--- config.mk ---
export PLATFORM = sky130hd
export DESIGN_NAME = aclk_key_entry_flat
export DESIGN_NICKNAME = d
export VERILOG_FILES = /design/src/rtl/aclk_key_entry_if.sv /design/src/rtl/aclk_key_entry.sv /design/src/flat_wrapper.sv
export SDC_FILE = /design/constraint.sdc
export NUM_CORES = 1
export LEC_CHECK = 0
export ABC_AREA = 1
export CORE_AREA = 2 2 66 68
export CTS_CLUSTER_DIAMETER = 80
export DETAILED_ROUTE_END_ITERATION = 12
export DIE_AREA = 0 0 68 70
export PLACE_DENSITY_LB_ADDON = 0.05
export SETUP_SLACK_MARGIN = 0.1
export SYNTH_ARGS = -nofsm -noshare
export SYNTH_HDL_FRONTEND = slang
export SYNTH_SLANG_ARGS = --single-unit
export TNS_END_PERCENT = 5
--- constraint.sdc ---
create_clock -name clk -period 2.1 [get_ports clk]
set_clock_uncertainty 0.05 [all_clocks]
set_input_delay 0.315 -clock clk [delete_from_list [all_inputs] [get_ports clk]]
set_output_delay 0.315 -clock clk [all_outputs]
set_load 0.005 [all_outputs]
--- src/rtl/aclk_key_entry_if.sv ---
// Keypad-to-time-register bus for aclk_key_entry.
// The slave side is the entry block; the master side is the keypad/display environment.
interface aclk_key_entry_if;
  logic [3:0] key;
  logic       key_valid;
  logic       one_second;
  logic [3:0] new_ms_hr;
  logic [3:0] new_ls_hr;
  logic [3:0] new_ms_min;
  logic [3:0] new_ls_min;
  logic       load_new_a;
  logic       load_new_c;
  logic       show_new_time;
  logic       key_err;

  modport slave (
    input  key, key_valid, one_second,
    output new_ms_hr, new_ls_hr, new_ms_min, new_ls_min,
    output load_new_a, load_new_c, show_new_time, key_err
  );

  modport master (
    output key, key_valid, one_second,
    input  new_ms_hr, new_ls_hr, new_ms_min, new_ls_min,
    input  load_new_a, load_new_c, show_new_time, key_err
  );
endinterface

--- src/rtl/aclk_key_entry.sv ---
// Keypad HH:MM entry buffer with validation and one-cycle alarm/time load strobes.
// Optional entry timeout is compiled in with `define ACLK_KEY_TIMEOUT_EN.
module aclk_key_entry #(
  parameter int unsigned TIMEOUT_SEC = 10
) (
  input logic             clk,
  input logic             reset,
  aclk_key_entry_if.slave bus
);

  localparam logic [3:0] KeyAlarm = 4'hA;
  localparam logic [3:0] KeyTime  = 4'hB;
  localparam logic [3:0] KeyClear = 4'hC;

  typedef enum logic [1:0] {StIdle, StEntry, StLoadA, StLoadC} state_e;

  state_e           state_q, state_d;
  logic [3:0][3:0]  dig_q, dig_d;  // [3]=ms_hr .. [0]=ls_min
  logic [2:0]       count_q, count_d;
  logic             load_a_q, load_a_d;
  logic             load_c_q, load_c_d;
  logic             err_q, err_d;
  logic             show_q, show_d;
  logic             is_digit, is_cmd, time_ok, to_expire;

  assign is_digit = (bus.key <= 4'd9);
  assign is_cmd   = (bus.key == KeyAlarm) || (bus.key == KeyTime);

  assign time_ok = (dig_q[3] <= 4'd2) &&
                   (dig_q[2] <= ((dig_q[3] == 4'd2) ? 4'd3 : 4'd9)) &&
                   (dig_q[1] <= 4'd5) && (dig_q[0] <= 4'd9);

`ifdef ACLK_KEY_TIMEOUT_EN
  logic [7:0] to_q, to_d;

  // Counter only runs in ENTRY; any key in ENTRY wins over a coincident one_second.
  always_comb begin
    to_d      = 8'd0;
    to_expire = 1'b0;
    if (state_q == StEntry && !bus.key_valid) begin
      if (bus.one_second) begin
        if (to_q == 8'(TIMEOUT_SEC - 1)) to_expire = 1'b1;
        else                             to_d = to_q + 8'd1;
      end else begin
        to_d = to_q;
      end
    end
  end

  always_ff @(posedge clk) begin
    if (reset) to_q <= 8'd0;
    else       to_q <= to_d;
  end
`else
  logic unused_timeout;
  assign unused_timeout = ^{bus.one_second, 32'(TIMEOUT_SEC)};
  assign to_expire      = 1'b0;
`endif

  always_comb begin
    state_d  = state_q;
    dig_d    = dig_q;
    count_d  = count_q;
    load_a_d = 1'b0;
    load_c_d = 1'b0;
    err_d    = 1'b0;
    unique case (state_q)
      StIdle: begin
        if (bus.key_valid) begin
          if (is_digit) begin
            dig_d   = {dig_q[2:0], bus.key};
            count_d = 3'd1;
            state_d = StEntry;
          end else if (is_cmd) begin
            err_d = 1'b1;
          end
        end
      end
      StEntry: begin
        if (bus.key_valid) begin
          if (is_digit) begin
            dig_d   = {dig_q[2:0], bus.key};
            count_d = (count_q == 3'd4) ? 3'd4 : count_q + 3'd1;
          end else if (bus.key == KeyClear) begin
            dig_d   = '0;
            count_d = 3'd0;
            state_d = StIdle;
          end else if (is_cmd) begin
            if (count_q == 3'd4 && time_ok) begin
              state_d = (bus.key == KeyAlarm) ? StLoadA : StLoadC;
            end else begin
              err_d   = 1'b1;
              dig_d   = '0;
              count_d = 3'd0;
              state_d = StIdle;
            end
          end
        end else if (to_expire) begin
          dig_d   = '0;
          count_d = 3'd0;
          state_d = StIdle;
        end
      end
      // Each load state lasts two cycles: arm the strobe, then retire it and clear.
      StLoadA: begin
        if (load_a_q) begin
          dig_d   = '0;
          count_d = 3'd0;
          state_d = StIdle;
        end else begin
          load_a_d = 1'b1;
        end
      end
      StLoadC: begin
        if (load_c_q) begin
          dig_d   = '0;
          count_d = 3'd0;
          state_d = StIdle;
        end else begin
          load_c_d = 1'b1;
        end
      end
    endcase
    show_d = (state_d != StIdle);
  end

  always_ff @(posedge clk) begin
    if (reset) begin
      state_q  <= StIdle;
      dig_q    <= '0;
      count_q  <= 3'd0;
      load_a_q <= 1'b0;
      load_c_q <= 1'b0;
      err_q    <= 1'b0;
      show_q   <= 1'b0;
    end else begin
      state_q  <= state_d;
      dig_q    <= dig_d;
      count_q  <= count_d;
      load_a_q <= load_a_d;
      load_c_q <= load_c_d;
      err_q    <= err_d;
      show_q   <= show_d;
    end
  end

  assign bus.new_ms_hr     = dig_q[3];
  assign bus.new_ls_hr     = dig_q[2];
  assign bus.new_ms_min    = dig_q[1];
  assign bus.new_ls_min    = dig_q[0];
  assign bus.load_new_a    = load_a_q;
  assign bus.load_new_c    = load_c_q;
  assign bus.show_new_time = show_q;
  assign bus.key_err       = err_q;

endmodule

--- src/flat_wrapper.sv ---
// flat-port wrapper written by rule: the top's interface ports become plain ports
module aclk_key_entry_flat 
#(
  parameter int unsigned TIMEOUT_SEC = 10
)
  (clk, reset, bus_key, bus_key_valid, bus_one_second, bus_new_ms_hr, bus_new_ls_hr, bus_new_ms_min, bus_new_ls_min, bus_load_new_a, bus_load_new_c, bus_show_new_time, bus_key_err);
  aclk_key_entry_if bus_i ();
  input logic clk;
  input logic reset;
  input wire logic [$bits(bus_i.key)-1:0] bus_key;
  input wire logic [$bits(bus_i.key_valid)-1:0] bus_key_valid;
  input wire logic [$bits(bus_i.one_second)-1:0] bus_one_second;
  output wire logic [$bits(bus_i.new_ms_hr)-1:0] bus_new_ms_hr;
  output wire logic [$bits(bus_i.new_ls_hr)-1:0] bus_new_ls_hr;
  output wire logic [$bits(bus_i.new_ms_min)-1:0] bus_new_ms_min;
  output wire logic [$bits(bus_i.new_ls_min)-1:0] bus_new_ls_min;
  output wire logic [$bits(bus_i.load_new_a)-1:0] bus_load_new_a;
  output wire logic [$bits(bus_i.load_new_c)-1:0] bus_load_new_c;
  output wire logic [$bits(bus_i.show_new_time)-1:0] bus_show_new_time;
  output wire logic [$bits(bus_i.key_err)-1:0] bus_key_err;
  assign bus_i.key = bus_key;
  assign bus_i.key_valid = bus_key_valid;
  assign bus_i.one_second = bus_one_second;
  assign bus_new_ms_hr = bus_i.new_ms_hr;
  assign bus_new_ls_hr = bus_i.new_ls_hr;
  assign bus_new_ms_min = bus_i.new_ms_min;
  assign bus_new_ls_min = bus_i.new_ls_min;
  assign bus_load_new_a = bus_i.load_new_a;
  assign bus_load_new_c = bus_i.load_new_c;
  assign bus_show_new_time = bus_i.show_new_time;
  assign bus_key_err = bus_i.key_err;
  aclk_key_entry #(.TIMEOUT_SEC(TIMEOUT_SEC)) u_core (.clk(clk), .reset(reset), .bus(bus_i));
endmodule
Word-level counts from Yosys, hierarchy flattened
Index checks and enable logic that the tools add are counted.
{"block": "word_totals", "ff_bits": 25, "elab_cells": 87, "inputBits": 8, "out_inout_bits": 20}
{"block": "op_classes", "bitwise_logic": 2, "reduce_logical": 10, "n_eq_ne": 15, "n_lt_le_gt_ge": 5, "addsub": 1, "mux": 44}
{"cell": "$mux W16", "count": 9}
{"cell": "$pmux W16 S4", "count": 1}
{"cell": "$mux W3", "count": 10}
{"cell": "$mux W2", "count": 9}
{"cell": "$eq A4 B4 Y1 const B", "count": 3}
{"cell": "$pmux W3 S4", "count": 1}
{"cell": "$mux W1", "count": 11}
{"cell": "$le A4 B4 Y1 const B", "count": 2}
{"cell": "$pmux W2 S4", "count": 1}
{"cell": "$reduce_and A7 Y1", "count": 1}
{"cell": "$ne A2 B1 Y1 const B", "count": 3}
{"cell": "$eq A2 B2 Y1 const B", "count": 2}
{"cell": "$eq A4 B2 Y1 const B", "count": 1}
{"cell": "$le A4 B2 Y1 const B", "count": 1}
{"cell": "$le A4 B3 Y1 const B", "count": 1}
{"cell": "$le A4 B4 Y1", "count": 1}
{"cell": "$logic_and A1 B1 Y1", "count": 4}
{"cell": "$mux W4", "count": 1}
{"cell": "$ne A2 B2 Y1 const B", "count": 2}
{"cell": "$ne A4 B1 Y1 const B", "count": 1}
{"cell": "$ne A4 B2 Y1 const B", "count": 1}
{"cell": "$reduce_or A2 Y1", "count": 2}
{"cell": "$add A3 B1 Y3 const B", "count": 1}
{"cell": "$eq A3 B3 Y1 const B", "count": 1}
{"cell": "6 further kinds", "count": 7}

Logic depth before layout (Yosys ltp)
{"block": "logic_depth", "depth_word": 14, "ltp_mapped": 16, "mapped_depth_nobuf": 16}

Worst setup path after synthesis
No wires, ideal clock.
{"block": "synth_path", "path_kind": "flip-flop to flip-flop", "startpoint": "register u_core.dig_q, in the netlist u_core.bus.new_ms_hr[1]", "endpoint": "register u_core.dig_q, in the netlist u_core.bus.new_ms_hr[0]", "setup_time_ns": 0.114, "slack_ns": 0.262, "arrival_ns": 1.673, "path_stages_with_launch": 14, "required_time_ns": 1.936, "path_cell_list": "dfxtp_1 inv_1 nor3_1 inv_1 ha_1 nand4_1 nand2_1 nand2_1 nand2_1 nand2_1 nand2_4 buf_6 a21oi_1 nor2_2"}
{"block": "synth_via", "elab_chain_cells": 9}
{"element": "start: declaration", "line_no": "aclk_key_entry.sv:18", "text": "logic [3:0][3:0] dig_q, dig_d;"}
{"element": "start signal: assignment", "line_no": "aclk_key_entry.sv:138", "text": "dig_q <= dig_d;"}
{"element": "$eq A4 B2 Y1", "line_no": "aclk_key_entry.sv:30", "text": "(dig_q[2] <= ((dig_q[3] == 4'd2) ? 4'd3 : 4'd9)) &&"}
{"element": "$mux W4", "line_no": "aclk_key_entry.sv:30"}
{"element": "$le A4 B4 Y1", "line_no": "aclk_key_entry.sv:30"}
{"element": "$logic_and A1 B1 Y1 *", "line_no": "aclk_key_entry.sv:29", "text": "assign time_ok = (dig_q[3] <= 4'd2) &&"}
{"element": "$logic_and A1 B1 Y1 *", "line_no": "aclk_key_entry.sv:30"}
{"element": "$logic_and A1 B1 Y1 *", "line_no": "aclk_key_entry.sv:31", "text": "(dig_q[1] <= 4'd5) && (dig_q[0] <= 4'd9);"}
{"element": "$logic_and A1 B1 Y1 *", "line_no": "aclk_key_entry.sv:89", "text": "if (count_q == 3'd4 && time_ok) begin"}
{"element": "$ne A4 B2 Y1 (no line) *"}
{"element": "$reduce_and A7 Y1 (no line) *"}
Every way passes the cells marked *; elsewhere a longest branch is shown, timed or not.
A chain may end at the register's enable or synchronous reset.

Final worst setup path
{"block": "layout_path", "startpoint": "register u_core.dig_q, in the netlist u_core.bus.new_ms_hr[2]", "endpoint": "register u_core.dig_q, in the netlist u_core.bus.new_ls_min[2]"}
The elaborated chain is that of the path after synthesis.

==> flow_summary.yaml <==
logic_synthesis:
  yosysTopAreaCell: "dfxtp_1"
  synthArstFlopShare: 0
  synth_compound_gate_area_share: 0.121
  synthTopCellsByArea: "dfxtp_1 (37%), nand2_1 (16%), inv_1 (9.2%), nor2_1 (8.6%), a21oi_1 (8.2%)"
  syn_inst: 206
  ys_warn_count: 0
  synth-simple-area-share: 0.329
  synth_edf_count: 0
  avgSynthCellArea_um2: 6.54
  synth_fp_nets: 218
  synth-seq-cells: 25
  synth.most_common_cell: "nand2_1"
  synth_area_um2: 1350
  yosys-top-cells-count: "nand2_1 (57), inv_1 (33), nor2_1 (31), dfxtp_1 (25), a21oi_1 (22)"
  muxShareOfSynthArea: 0
  synth_xor_area_frac: 0
  synth_top_family_by_area: "simple AND/OR/NAND/NOR gates"
  seq_area_frac_synth: 0.371
  synth_adder_area_share: 0.0371
  ys.flop_type: "dfxtp_1"
  synth_cell_types: 23
  synth_top_cell_area_share: 0.371
grt:
  grt_pass1_vias: 1301
  gr-total-overflow: 0
  grt_max_degree: 21
  grt_pass1_wl_mm: 5.70
  grt.total_usage: 0.155
  antenna_found_initial: 0
clocking:
  clockRootBuffer: "clkbuf_8"
  htree_levels: 1
  cts_tree: "built"
  cts_sinks: 25
  cts_inserted_buffers: 3
  clk_latency_ns: 0.28
  cts_max_path_buffers: 2
  hold_buffers: 0
  path_clk_slew_ns: 0.09
timing:
  fin_ws_ns: 0.161
  max-slew-margin-rel: 0.735
  timing.setup.tns_ns: 0
  hold_viol: 0
  tightest_slew_ns: 0.396
  final.min_clock_period_ns: 1.94
  fmaxAchievable_mhz: 516
  grt_setup_unrepaired: "yes"
  slew_viol_final: 0
  final.period_utilization: 0.923
  finalSetupViolations: 0
floorplanning:
  start_util: 0.325
  die_area_um2: 4760
  die_x_um: 68
  num_rows: 24
  coreArea_um2: 4140
  ioPinCount: 28
  die_y_um: 70
status:
  status: "finished clean"
finish:
  utilization: 0.467
  area_growth_pct: 43.7
  fin_cells: 297
  nFillCells: 423
  nets: 258
  n_antenna_cell: 0
  layout-drive-gt1-share: 0.216
  stdcell_area_um2: 1940
place:
  gp_congestion: 0.830
  dp.cells: 288
  pre_cts_ws_ns: 0.0119
  postPlaceCellArea_um2: 1710
  portBuffers: 26
  dpl.hpwl_mm: 2.51
critical_path:
  critPathKind: "reg2reg"
  end_kind: "register"
  cp.required_ns: 2.23
  crit_path_max_fanout: 8
  crit_path_start_kind: "register"
  cp.arrival_ns: 2.07
power:
  cellLeakagePower_nw: 0.875
  peakVddDrop_mv: 0.243
  powerDensity_nw_per_um2: 641
worst_hold_path:
  hp-class: "reg2reg"
route:
  vias: 1363
  viasPerCell: 4.59
  top_layer: "met4"
  dr.pass1.iters: 6
  drt-initial-drc-count: 51
  wl_met1_mm: 1.62
  drc: 0
  routed_wl_mm: 3.59
  antenna_left: 0
  wl_per_cell_um: 12.1
  wl_met3_um: 117
  wl_met2_mm: 1.79
job:
  cap_violations: 0
-- layer usage --
layer | vias up | track usage
li1 | 706 | -
met1 | 627 | 0.189
met2 | 25 | 0.263
met3 | 5 | 0.0225
met4 | 0 | 0.0667
met5 | - | 0
-- sequential cells by signal, summed over array words and instances, names as in the netlist --
register and cells:
u_core.bus.key_err 1, u_core.bus.new_ls_min 4, u_core.bus.new_ls_hr 4, u_core.bus.new_ms_min 4
u_core.count_q 3, u_core.state_q 2, u_core.bus.show_new_time 1, u_core.bus.new_ms_hr 4
u_core.bus.load_new_a 1, u_core.bus.load_new_c 1
-- final cells by class --
class	instances	area, um^2	share of cell area
Sequential cell	25	504	0.260
Tap cell	52	65.1	0.0336
Multi-Input combinational cell	139	748	0.386
Clock buffer	4	45.0	0.0233
Timing Repair Buffer	42	443	0.229
Inverter	35	131	0.0678
-- report_power, final --
part,switching (mW),total [mW],internal (mW),leakage [nW]
clock network,0.159,0.295,0.136,0.0228
logic,0.188,0.385,0.197,0.645
registers,0.0430,0.561,0.518,0.207
-- path summary, 6_finish.rpt --
kind	from	endpoint	slack [ns]	cells after the start
worst min-delay path	u_core.bus.new_ms_hr[3]	u_core.bus.new_ms_hr[3]	0.46	2
worst max-delay path	u_core.bus.new_ms_hr[2]	u_core.bus.new_ls_min[2]	0.16	15
worst max register to register	u_core.bus.new_ms_hr[2]	u_core.bus.new_ls_min[2]	0.16	15
worst min register to register	u_core.bus.new_ms_hr[3]	u_core.bus.new_ms_hr[3]	0.46	2
-- layout by cell type (no fill, tap or decap), types with 2 or more instances in the layout --
master | Yosys | final
a21oi_1 | 22 | 14
a21oi_2 | 0 | 7
buf_4 | 0 | 10
buf_6 | 4 | 2
clkbuf_16 | 0 | 2
clkbuf_8 | 0 | 3
clkdlybuf4s50_1 | 0 | 26
dfxtp_1 | 25 | 22
dfxtp_2 | 0 | 3
ha_1 | 4 | 3
inv_1 | 33 | 30
inv_2 | 2 | 5
nand2_1 | 57 | 53
nand2_2 | 1 | 3
nand2_4 | 1 | 2
nand3_1 | 2 | 2
nor2_1 | 31 | 30
nor2_2 | 4 | 5
nor3_1 | 4 | 3
o21ai_0 | 4 | 3
o21ai_2 | 2 | 2
-- stage by stage --
step	hold slack (ns)	power [mW]
2_1_floorplan	0.337	0.748
6_report	0.460	1.24
5_1_grt	0.494	1.33
3_3_place_gp	0.441	0.879
4_1_cts	0.462	1.19
3_5_place_dp	0.449	0.888
-- kinds of logic (layout without fill, tap and decap cells) --
family / Yosys count / in the layout
and+or+nand+nor: 105 / 105
buffers and inverters: 42 / 81
AOI/OAI and AO/OA: 30 / 30
DFF: 25 / 25
adders and majority gates: 4 / 4
-- worst max-delay path, cell delays in order, from the launching register on --
cell,delay (ns)
dfxtp_2,0.33
inv_2,0.07
nand2_4,0.06
nor3_4,0.18
ha_1,0.27
o21ai_1,0.08
nand2_1,0.06
nand2_1,0.09
nand2_2,0.07
nand2_2,0.08
nand2_4,0.07
nand2_8,0.13
clkbuf_16,0.16
nand2_1,0.04
nand2_1,0.05
nor2_1,0.04
-- repair_timing --
action | 4_1_cts | 5_1_grt
setup buffers | 0 | 1
setup endpoints to repair | 19 | 21
hold endpoints to repair | 0 | 0
pin swaps | 0 | 11
gates cloned | 0 | 4
resized for setup | 2 | 30
Note: power is estimated with default switching activity, not from simulation.
